## config.mk

```make
export PLATFORM = sky130hd
export DESIGN_NAME = dcache_mem_stage_flat
export DESIGN_NICKNAME = d
export VERILOG_FILES = /design/src/rtl/dcache_mem_stage_if.sv /design/src/rtl/dcache_mem_stage.sv /design/src/flat_wrapper.sv
export SDC_FILE = /design/constraint.sdc
export NUM_CORES = 1
export LEC_CHECK = 0
export BUFFER_PORTS_ARGS = -buffer_cell sky130_fd_sc_hd__buf_4
export CORE_UTILIZATION = 60
export DETAILED_ROUTE_END_ITERATION = 8
export PLACE_DENSITY = 0.82
export SKIP_LAST_GASP = 1
export SLEW_MARGIN = 20
export SYNTH_ARGS = -nofsm -noshare
export SYNTH_HDL_FRONTEND = slang
export SYNTH_SLANG_ARGS = --single-unit
```

## constraint.sdc

```tcl
create_clock -name clk -period 4.5 [get_ports clk]
set_clock_uncertainty 0.2 [all_clocks]
set_input_delay 0.225 -clock clk [delete_from_list [all_inputs] [get_ports clk]]
set_output_delay 0.225 -clock clk [all_outputs]
set_load 0.02 [all_outputs]
```

## src/rtl/dcache_mem_stage_if.sv

```systemverilog
// -----------------------------------------------------------------------------
// dcache_mem_stage_if
// Bundles the MEM-stage CPU port, the backing-memory port and the statistics
// counters of the data cache controller.
//
//   slave  : the cache controller itself (consumes CPU/memory inputs).
//   master : the surrounding pipeline + memory system (drives them).
//
// Signals
//   cpu_read / cpu_write   MemRead / MemWrite from the MEM control register
//   cpu_addr / cpu_wdata   word address and store data
//   cpu_rdata              load data, valid in the cycle a read completes
//   stall                  freezes PC, pipeline and control registers
//   mem_req / mem_we       memory request; 1 = word write, 0 = line read
//   mem_addr / mem_wdata   request address and write data
//   mem_rdata              4-word line, word k in [16k+15:16k]
//   mem_ready              one-cycle completion pulse
//   hit_count / miss_count saturating read hit / miss counters
// -----------------------------------------------------------------------------
interface dcache_mem_stage_if #(
    parameter int WORD_SIZE = 16
);
    logic                   cpu_read;
    logic                   cpu_write;
    logic [WORD_SIZE-1:0]   cpu_addr;
    logic [WORD_SIZE-1:0]   cpu_wdata;
    logic [WORD_SIZE-1:0]   cpu_rdata;
    logic                   stall;
    logic                   mem_req;
    logic                   mem_we;
    logic [WORD_SIZE-1:0]   mem_addr;
    logic [WORD_SIZE-1:0]   mem_wdata;
    logic [4*WORD_SIZE-1:0] mem_rdata;
    logic                   mem_ready;
    logic [15:0]            hit_count;
    logic [15:0]            miss_count;

    modport slave (
        input  cpu_read, cpu_write, cpu_addr, cpu_wdata, mem_rdata, mem_ready,
        output cpu_rdata, stall, mem_req, mem_we, mem_addr, mem_wdata,
               hit_count, miss_count
    );

    modport master (
        output cpu_read, cpu_write, cpu_addr, cpu_wdata, mem_rdata, mem_ready,
        input  cpu_rdata, stall, mem_req, mem_we, mem_addr, mem_wdata,
               hit_count, miss_count
    );
endinterface

```

## src/rtl/dcache_mem_stage.sv

```systemverilog
// -----------------------------------------------------------------------------
// dcache_mem_stage
// Direct-mapped, write-through, no-write-allocate data cache in the MEM stage.
// Read hits complete combinationally with no stall. Read misses fetch a whole
// line from memory; writes always go to memory as a single word and update
// the cached copy only when the address is already resident.
//
// Ports
//   clk      rising-edge clock
//   reset_n  asynchronous active-low reset
//   bus      dcache_mem_stage_if.slave (CPU side, memory side, counters)
// -----------------------------------------------------------------------------
module dcache_mem_stage #(
    parameter int WORD_SIZE  = 16,
    parameter int NUM_LINES  = 8,
    parameter int LINE_WORDS = 4
) (
    input  logic               clk,
    input  logic               reset_n,
    dcache_mem_stage_if.slave  bus
);
    localparam int OFF_W = 2;                  // 4 words per line
    localparam int IDX_W = $clog2(NUM_LINES);
    localparam int TAG_W = WORD_SIZE - OFF_W - IDX_W;

    typedef enum logic [1:0] {
        IDLE,
        FETCH,
        WRITE
    } state_e;

    state_e               state_q;
    logic [NUM_LINES-1:0] valid_q;
    logic [TAG_W-1:0]     tag_q  [NUM_LINES];
    logic [WORD_SIZE-1:0] data_q [NUM_LINES][LINE_WORDS];

    logic                 mem_req_q;
    logic                 mem_we_q;
    logic [WORD_SIZE-1:0] mem_addr_q;
    logic [WORD_SIZE-1:0] mem_wdata_q;
    logic [15:0]          hit_count_q,  hit_count_d;
    logic [15:0]          miss_count_q, miss_count_d;

    // Address decomposition; cpu_* are held stable by the pipeline while stalled.
    logic [OFF_W-1:0] off;
    logic [IDX_W-1:0] idx;
    logic [TAG_W-1:0] tag;
    logic             hit;

    assign off = bus.cpu_addr[OFF_W-1:0];
    assign idx = bus.cpu_addr[OFF_W +: IDX_W];
    assign tag = bus.cpu_addr[WORD_SIZE-1 -: TAG_W];
    assign hit = valid_q[idx] && (tag_q[idx] == tag);

    // Incoming line split into words.
    logic [WORD_SIZE-1:0] fill_words [LINE_WORDS];

    always_comb begin
        for (int k = 0; k < LINE_WORDS; k++) begin
            fill_words[k] = bus.mem_rdata[k*WORD_SIZE +: WORD_SIZE];
        end
    end

    // Saturating increments.
    assign hit_count_d  = (hit_count_q  == 16'hFFFF) ? hit_count_q  : hit_count_q  + 16'd1;
    assign miss_count_d = (miss_count_q == 16'hFFFF) ? miss_count_q : miss_count_q + 16'd1;

    // Combinational stall and load data.
    logic                 stall;
    logic [WORD_SIZE-1:0] cpu_rdata;

    always_comb begin
        // NOTE: every output gets a default first so no path can infer a latch.
        stall     = 1'b0;
        cpu_rdata = '0;
        unique case (state_q)
            IDLE: begin
                if (bus.cpu_write) begin
                    stall = 1'b1;                     // write wins over a read
                end else if (bus.cpu_read) begin
                    if (hit) cpu_rdata = data_q[idx][off];
                    else     stall     = 1'b1;
                end
            end
            FETCH: begin
                stall = !bus.mem_ready;
                if (bus.mem_ready) cpu_rdata = fill_words[off];  // forward the fill
            end
            WRITE: begin
                stall = !bus.mem_ready;
            end
            default: begin
                stall = 1'b0;
            end
        endcase
    end

    // Control FSM with registered memory-request outputs.
    // NOTE: sequential state is assigned with <= so all flops update together.
    always_ff @(posedge clk or negedge reset_n) begin
        if (!reset_n) begin
            state_q      <= IDLE;
            valid_q      <= '0;
            mem_req_q    <= 1'b0;
            mem_we_q     <= 1'b0;
            mem_addr_q   <= '0;
            mem_wdata_q  <= '0;
            hit_count_q  <= '0;
            miss_count_q <= '0;
        end else begin
            unique case (state_q)
                IDLE: begin
                    if (bus.cpu_write) begin
                        state_q     <= WRITE;
                        mem_req_q   <= 1'b1;
                        mem_we_q    <= 1'b1;
                        mem_addr_q  <= bus.cpu_addr;
                        mem_wdata_q <= bus.cpu_wdata;
                    end else if (bus.cpu_read) begin
                        if (hit) begin
                            hit_count_q <= hit_count_d;
                        end else begin
                            state_q      <= FETCH;
                            mem_req_q    <= 1'b1;
                            mem_we_q     <= 1'b0;
                            mem_addr_q   <= {bus.cpu_addr[WORD_SIZE-1:OFF_W], {OFF_W{1'b0}}};
                            miss_count_q <= miss_count_d;
                        end
                    end
                end
                FETCH: begin
                    if (bus.mem_ready) begin
                        state_q      <= IDLE;
                        valid_q[idx] <= 1'b1;
                        mem_req_q    <= 1'b0;
                        mem_addr_q   <= '0;
                    end
                end
                WRITE: begin
                    if (bus.mem_ready) begin
                        state_q     <= IDLE;
                        mem_req_q   <= 1'b0;
                        mem_we_q    <= 1'b0;
                        mem_addr_q  <= '0;
                        mem_wdata_q <= '0;
                    end
                end
                default: begin
                    state_q <= IDLE;
                end
            endcase
        end
    end

    // Tag and data arrays.
    // NOTE: arrays are not reset; valid_q alone decides whether contents are used.
    always_ff @(posedge clk) begin
        if (state_q == FETCH && bus.mem_ready) begin
            tag_q[idx] <= tag;
            for (int k = 0; k < LINE_WORDS; k++) begin
                data_q[idx][k] <= fill_words[k];
            end
        end else if (state_q == WRITE && bus.mem_ready && hit) begin
            data_q[idx][off] <= bus.cpu_wdata;       // write-through update, no allocate
        end
    end

    assign bus.stall      = stall;
    assign bus.cpu_rdata  = cpu_rdata;
    assign bus.mem_req    = mem_req_q;
    assign bus.mem_we     = mem_we_q;
    assign bus.mem_addr   = mem_addr_q;
    assign bus.mem_wdata  = mem_wdata_q;
    assign bus.hit_count  = hit_count_q;
    assign bus.miss_count = miss_count_q;
endmodule

```

## src/flat_wrapper.sv

```systemverilog
// flat-port wrapper written by rule: the top's interface ports become plain ports
module dcache_mem_stage_flat 
#(
    parameter int WORD_SIZE  = 16,
    parameter int NUM_LINES  = 8,
    parameter int LINE_WORDS = 4
)
  (clk, reset_n, bus_cpu_read, bus_cpu_write, bus_cpu_addr, bus_cpu_wdata, bus_mem_rdata, bus_mem_ready, bus_cpu_rdata, bus_stall, bus_mem_req, bus_mem_we, bus_mem_addr, bus_mem_wdata, bus_hit_count, bus_miss_count);
  dcache_mem_stage_if #(.WORD_SIZE(WORD_SIZE)) bus_i ();
  input  logic clk;
  input  logic reset_n;
  input wire logic [$bits(bus_i.cpu_read)-1:0] bus_cpu_read;
  input wire logic [$bits(bus_i.cpu_write)-1:0] bus_cpu_write;
  input wire logic [$bits(bus_i.cpu_addr)-1:0] bus_cpu_addr;
  input wire logic [$bits(bus_i.cpu_wdata)-1:0] bus_cpu_wdata;
  input wire logic [$bits(bus_i.mem_rdata)-1:0] bus_mem_rdata;
  input wire logic [$bits(bus_i.mem_ready)-1:0] bus_mem_ready;
  output wire logic [$bits(bus_i.cpu_rdata)-1:0] bus_cpu_rdata;
  output wire logic [$bits(bus_i.stall)-1:0] bus_stall;
  output wire logic [$bits(bus_i.mem_req)-1:0] bus_mem_req;
  output wire logic [$bits(bus_i.mem_we)-1:0] bus_mem_we;
  output wire logic [$bits(bus_i.mem_addr)-1:0] bus_mem_addr;
  output wire logic [$bits(bus_i.mem_wdata)-1:0] bus_mem_wdata;
  output wire logic [$bits(bus_i.hit_count)-1:0] bus_hit_count;
  output wire logic [$bits(bus_i.miss_count)-1:0] bus_miss_count;
  assign bus_i.cpu_read = bus_cpu_read;
  assign bus_i.cpu_write = bus_cpu_write;
  assign bus_i.cpu_addr = bus_cpu_addr;
  assign bus_i.cpu_wdata = bus_cpu_wdata;
  assign bus_i.mem_rdata = bus_mem_rdata;
  assign bus_i.mem_ready = bus_mem_ready;
  assign bus_cpu_rdata = bus_i.cpu_rdata;
  assign bus_stall = bus_i.stall;
  assign bus_mem_req = bus_i.mem_req;
  assign bus_mem_we = bus_i.mem_we;
  assign bus_mem_addr = bus_i.mem_addr;
  assign bus_mem_wdata = bus_i.mem_wdata;
  assign bus_hit_count = bus_i.hit_count;
  assign bus_miss_count = bus_i.miss_count;
  dcache_mem_stage #(.WORD_SIZE(WORD_SIZE), .NUM_LINES(NUM_LINES), .LINE_WORDS(LINE_WORDS)) u_core (.clk(clk), .reset_n(reset_n), .bus(bus_i));
endmodule
```

==> results.txt <==
----------------------------------------------------
[Clock tree]
  TritonCTS clock tree ... built
  Post-CTS setup buffer count ... 0
  Clock Pin Slew Worst Setup and Hold Paths ... roughly 0.060 ns
  Max clock buf depth ... 3
  CTS Hold Bufs ... 97
  Skew-Pair Late Insertion Delay ... a little over 0.6 ns
  Number of buffers created by CTS ... 66
  Number of gates given a new drive strength after cts ... 0
  H-tree level count ... 3
  Clock root buffer ... clkbuf_16
  Total number of clock tree sinks ... approximately 680

[Yosys]
  Cell types occupying the most area after synthesis ... edfxtp_1, dfrtp_1, o22ai_1
  Top cells by instance count after synthesis ... edfxtp_1, o22ai_1, dfrtp_1
  Share of the synthesized area in compound gates (AO/OA/AOI/OAI) ... under 10%
  Count of flip-flops with a built-in enable after synthesis ... 600
  Mux share of post-synthesis cell area ... under 10%
  Syn_nets ... ~1,700
  Number of synthesized register bits ... slightly below 700
  Post-Synthesis Cell Area ... approximately 27,000 um^2
  Sequential fraction of the synthesis area ... between 70% and 80%
  Number of unique standard cell types used by synthesis ... 53
  Primary FF master, synth ... edfxtp_1
  Syn Area/Cell ... 16.9 um^2
  Count of warnings emitted by yosys ... 0
  Top-count cell post-synth ... edfxtp_1
  Post-synth ARST share ... 11.2%
  Yosys top cell by area ... edfxtp_1
  Top-area cell type share of the netlist area ... around two thirds
  Simple logic cell fraction of the synthesized area ... roughly 6.3%
  Dominant combinational cell family by area after synthesis ... multiplexers
  Synth Area in XOR/XNOR ... between 1 and 1.5%
  Synthesized netlist cell count ... about 1,600
  Share of synthesized cell area in full adder, half adder and majority cells ... less than 1%

[Final layout]
  Area used by sequential logic in the layout ... 19,900 um^2
  Area growth, synth to finish ... 21.2%
  Post-Layout Cell Count ... 2,605
  Layout net count ... around 2,100
  Final cell area excluding filler cells ... approximately 33,000 um^2
  Fraction of final layout cells sized beyond drive strength 1 ... 27.5%
  Filler cell count in the final layout ... about 2,400
  Area of the multi-input gates ... 6440 um^2

[Run status]
  Run status ... complete, no violations

[Pwr]
  Worst IR drop on VDD ... 0.000297 V
  Standby leakage power ... ~12 nW
  Total power divided by cell area ... 462 nW/um^2

[Critical path]
  Data arrival, critical path ... roughly 4.3 ns
  Worst EP required ... ~4.6 ns
  Maximum net fanout on the critical path ... 16
  Register-to-register path setup slack ... approximately 0.35 ns
  Setup crit end kind ... flop
  Startpoint of the worst register-to-register path ... u_core.tag_q[1][2]
  Critical path class ... reg2reg
  Kind of launch point of the worst setup path ... flop
  FF-to-FF path depth ... 10
  End of the worst register-to-register path ... u_core.data_q[2][21]

[Placement]
  Number of buffers added on ports ... between 150 and 200
  Dpl cells ... 2,388
  Global placement routability congestion ... about 0.9
  Placed cell areas ... slightly below 30,000 um^2
  Detailed placement HPWL ... 47,900 um

[Routing]
  Remaining antenna violation count after routing ... 0
  Total detailed-routing wirelength ... between 70,000 and 80,000 um
  Overall via count from detail_route ... 18,091
  Vias per Instance ... 6.94
  Number of iterations in the first detailed-routing pass ... 6
  Iteration-0 DRC count of the detailed router ... around 2,700
  Post-detailed-route DRC marker count ... 0
  Post-detailed-route wirelength per cell ... ~30 um

[Global routing]
  Via count of the first global-routing pass ... around 18,000
  Initial antenna violation count ... 4
  Overflow left after global routing ... 0
  Total global routing track utilization ... a little over a third
  Pin count of the biggest net entering global routing ... 77
  Global-route wire length before repair ... 115,000 um

[Die]
  Starting Density ... 60.8%
  Die X-Extent ... 214 um
  Placeable Area ... about 44,000 um^2
  Die area ... 45,700 um^2
  Top Ports ... ~180
  Number of placement rows ... between 70 and 80
  Die height ... about 210 um

[Timing]
  Setup repair after global routing missed its margin ... no
  Shortest period the worst path allows ... around 4.2 ns
  Part of the cycle the worst path needs ... between 90% and 100%
  Transition at the pin with the smallest max-transition slack ... 1.08 ns
  Number of setup violations in the final report ... 0
  Accumulated negative setup slack ... 0 ns
  Max-slew headroom at the worst pin ... between 20% and 30%
  Total count of hold-check failures in the final report ... 0
  Peak Freq ... ~0.24 GHz
  Slew Limit Fails ... 0

[Min path]
  Worst hold path type ... in2reg
  Worst Hold Endpoint ... u_core.bus.mem_addr[3]
  Number of cells traversed by the worst hold path ... 3
  Worst Min Path Start ... bus_cpu_addr[3]

[Flow run]
  Count of maximum capacitance violations ... 0

----------------------------------------------------
[worst max-delay path by stage]
stage | startpoint | slack, ns | cells past startpoint | end
finish | u_core.tag_q[1][2] | 0.35 | 10 | u_core.data_q[2][21]
floorplan | bus_cpu_addr[3] | 0.51 | 13 | u_core.data_q[0][0]
global route | u_core.tag_q[4][5] | 0.22 | 10 | u_core.data_q[6][21]
global placement | bus_cpu_addr[2] | 0.48 | 11 | u_core.data_q[1][22]
detailed placement | bus_cpu_addr[2] | 0.46 | 11 | u_core.data_q[6][22]
CTS | u_core.tag_q[1][2] | 0.39 | 10 | u_core.data_q[2][21]
[through the flow]
| step | worst slack, ns | hold slack, ns | power [mW] | util [%] |
|---|---|---|---|---|
| floorplan | 0.505 | -0.271 | 8.63 | - |
| global placement | 0.482 | 0.229 | 9.45 | 66.8 |
| detailed placement | 0.461 | 0.247 | 9.52 | 66.8 |
| CTS | 0.387 | 0.0785 | 14.9 | 73.7 |
| global route | 0.220 | 0.0867 | 15.4 | 73.7 |
| finish | 0.347 | 0.0824 | 15.0 | 73.7 |
[final cells by class]
class	instances	share of cell area, %
Sequential cell	676	61.1
Tap cell	592	2.27
Antenna cell	2	0.0154
Inverter	6	0.0691
Multi-Input combinational cell	806	19.8
Timing Repair Buffer	405	10.4
Clock inverter	35	0.952
Clock buffer	83	5.46
[report_power, final]
part           switching [mW]  internal (mW)
logic                    1.35          0.913
registers               0.168           7.15
clock network            2.36           3.10
[flip-flops by register name, indices dropped and copies added, names as in the netlist]
register               count
u_core.bus.hit_count      16
u_core.bus.mem_addr       16
u_core.bus.mem_req         1
u_core.bus.mem_wdata      16
u_core.bus.mem_we          1
u_core.bus.miss_count     16
u_core.data_q            512
u_core.state_q             2
u_core.tag_q              88
u_core.valid_q             8
[worst max-delay path, cell delays in order, from the launching register on]
cell	delay, ns
edfxtp_1	0.37
mux4_1	0.53
nand2b_1	0.10
nand2_1	0.07
xor2_1	0.16
or4_1	0.53
buf_4	0.25
or3_1	0.38
buf_4	0.26
mux2_4	0.33
dlygate4sd3_1	0.67
[cells in the final DEF, fill, tap and decap left out, drive strengths merged, types with 19 or more instances in the layout]
master,Yosys,final
buf,37,308
clkbuf,70,83
clkinv,0,24
dfrtp,76,76
dlygate4sd3,0,97
edfxtp,600,600
mux2,91,91
mux4,45,45
nand2,56,56
nand3,19,19
nor2,55,55
nor3,19,19
nor4,67,67
o22ai,260,260
xor2,24,24
[routing by layer]
layer	track usage, %	part of all wire, %	vias to the layer above
met5	0	0.041	-
met4	21.2	6.9	6
met3	9.58	13	371
met2	53.7	46	1645
met1	46.5	33	8857
li1	-	-	7212
[cell families after synthesis]
logic type	Yosys count
adders and majority gates	6
DFF	676
buffers and inverters	113
and+or+nand+nor	311
xor gates and xnor gates	37
AOI/OAI and AO/OA	299
muxes	153
(Power assumes the default switching activity.)
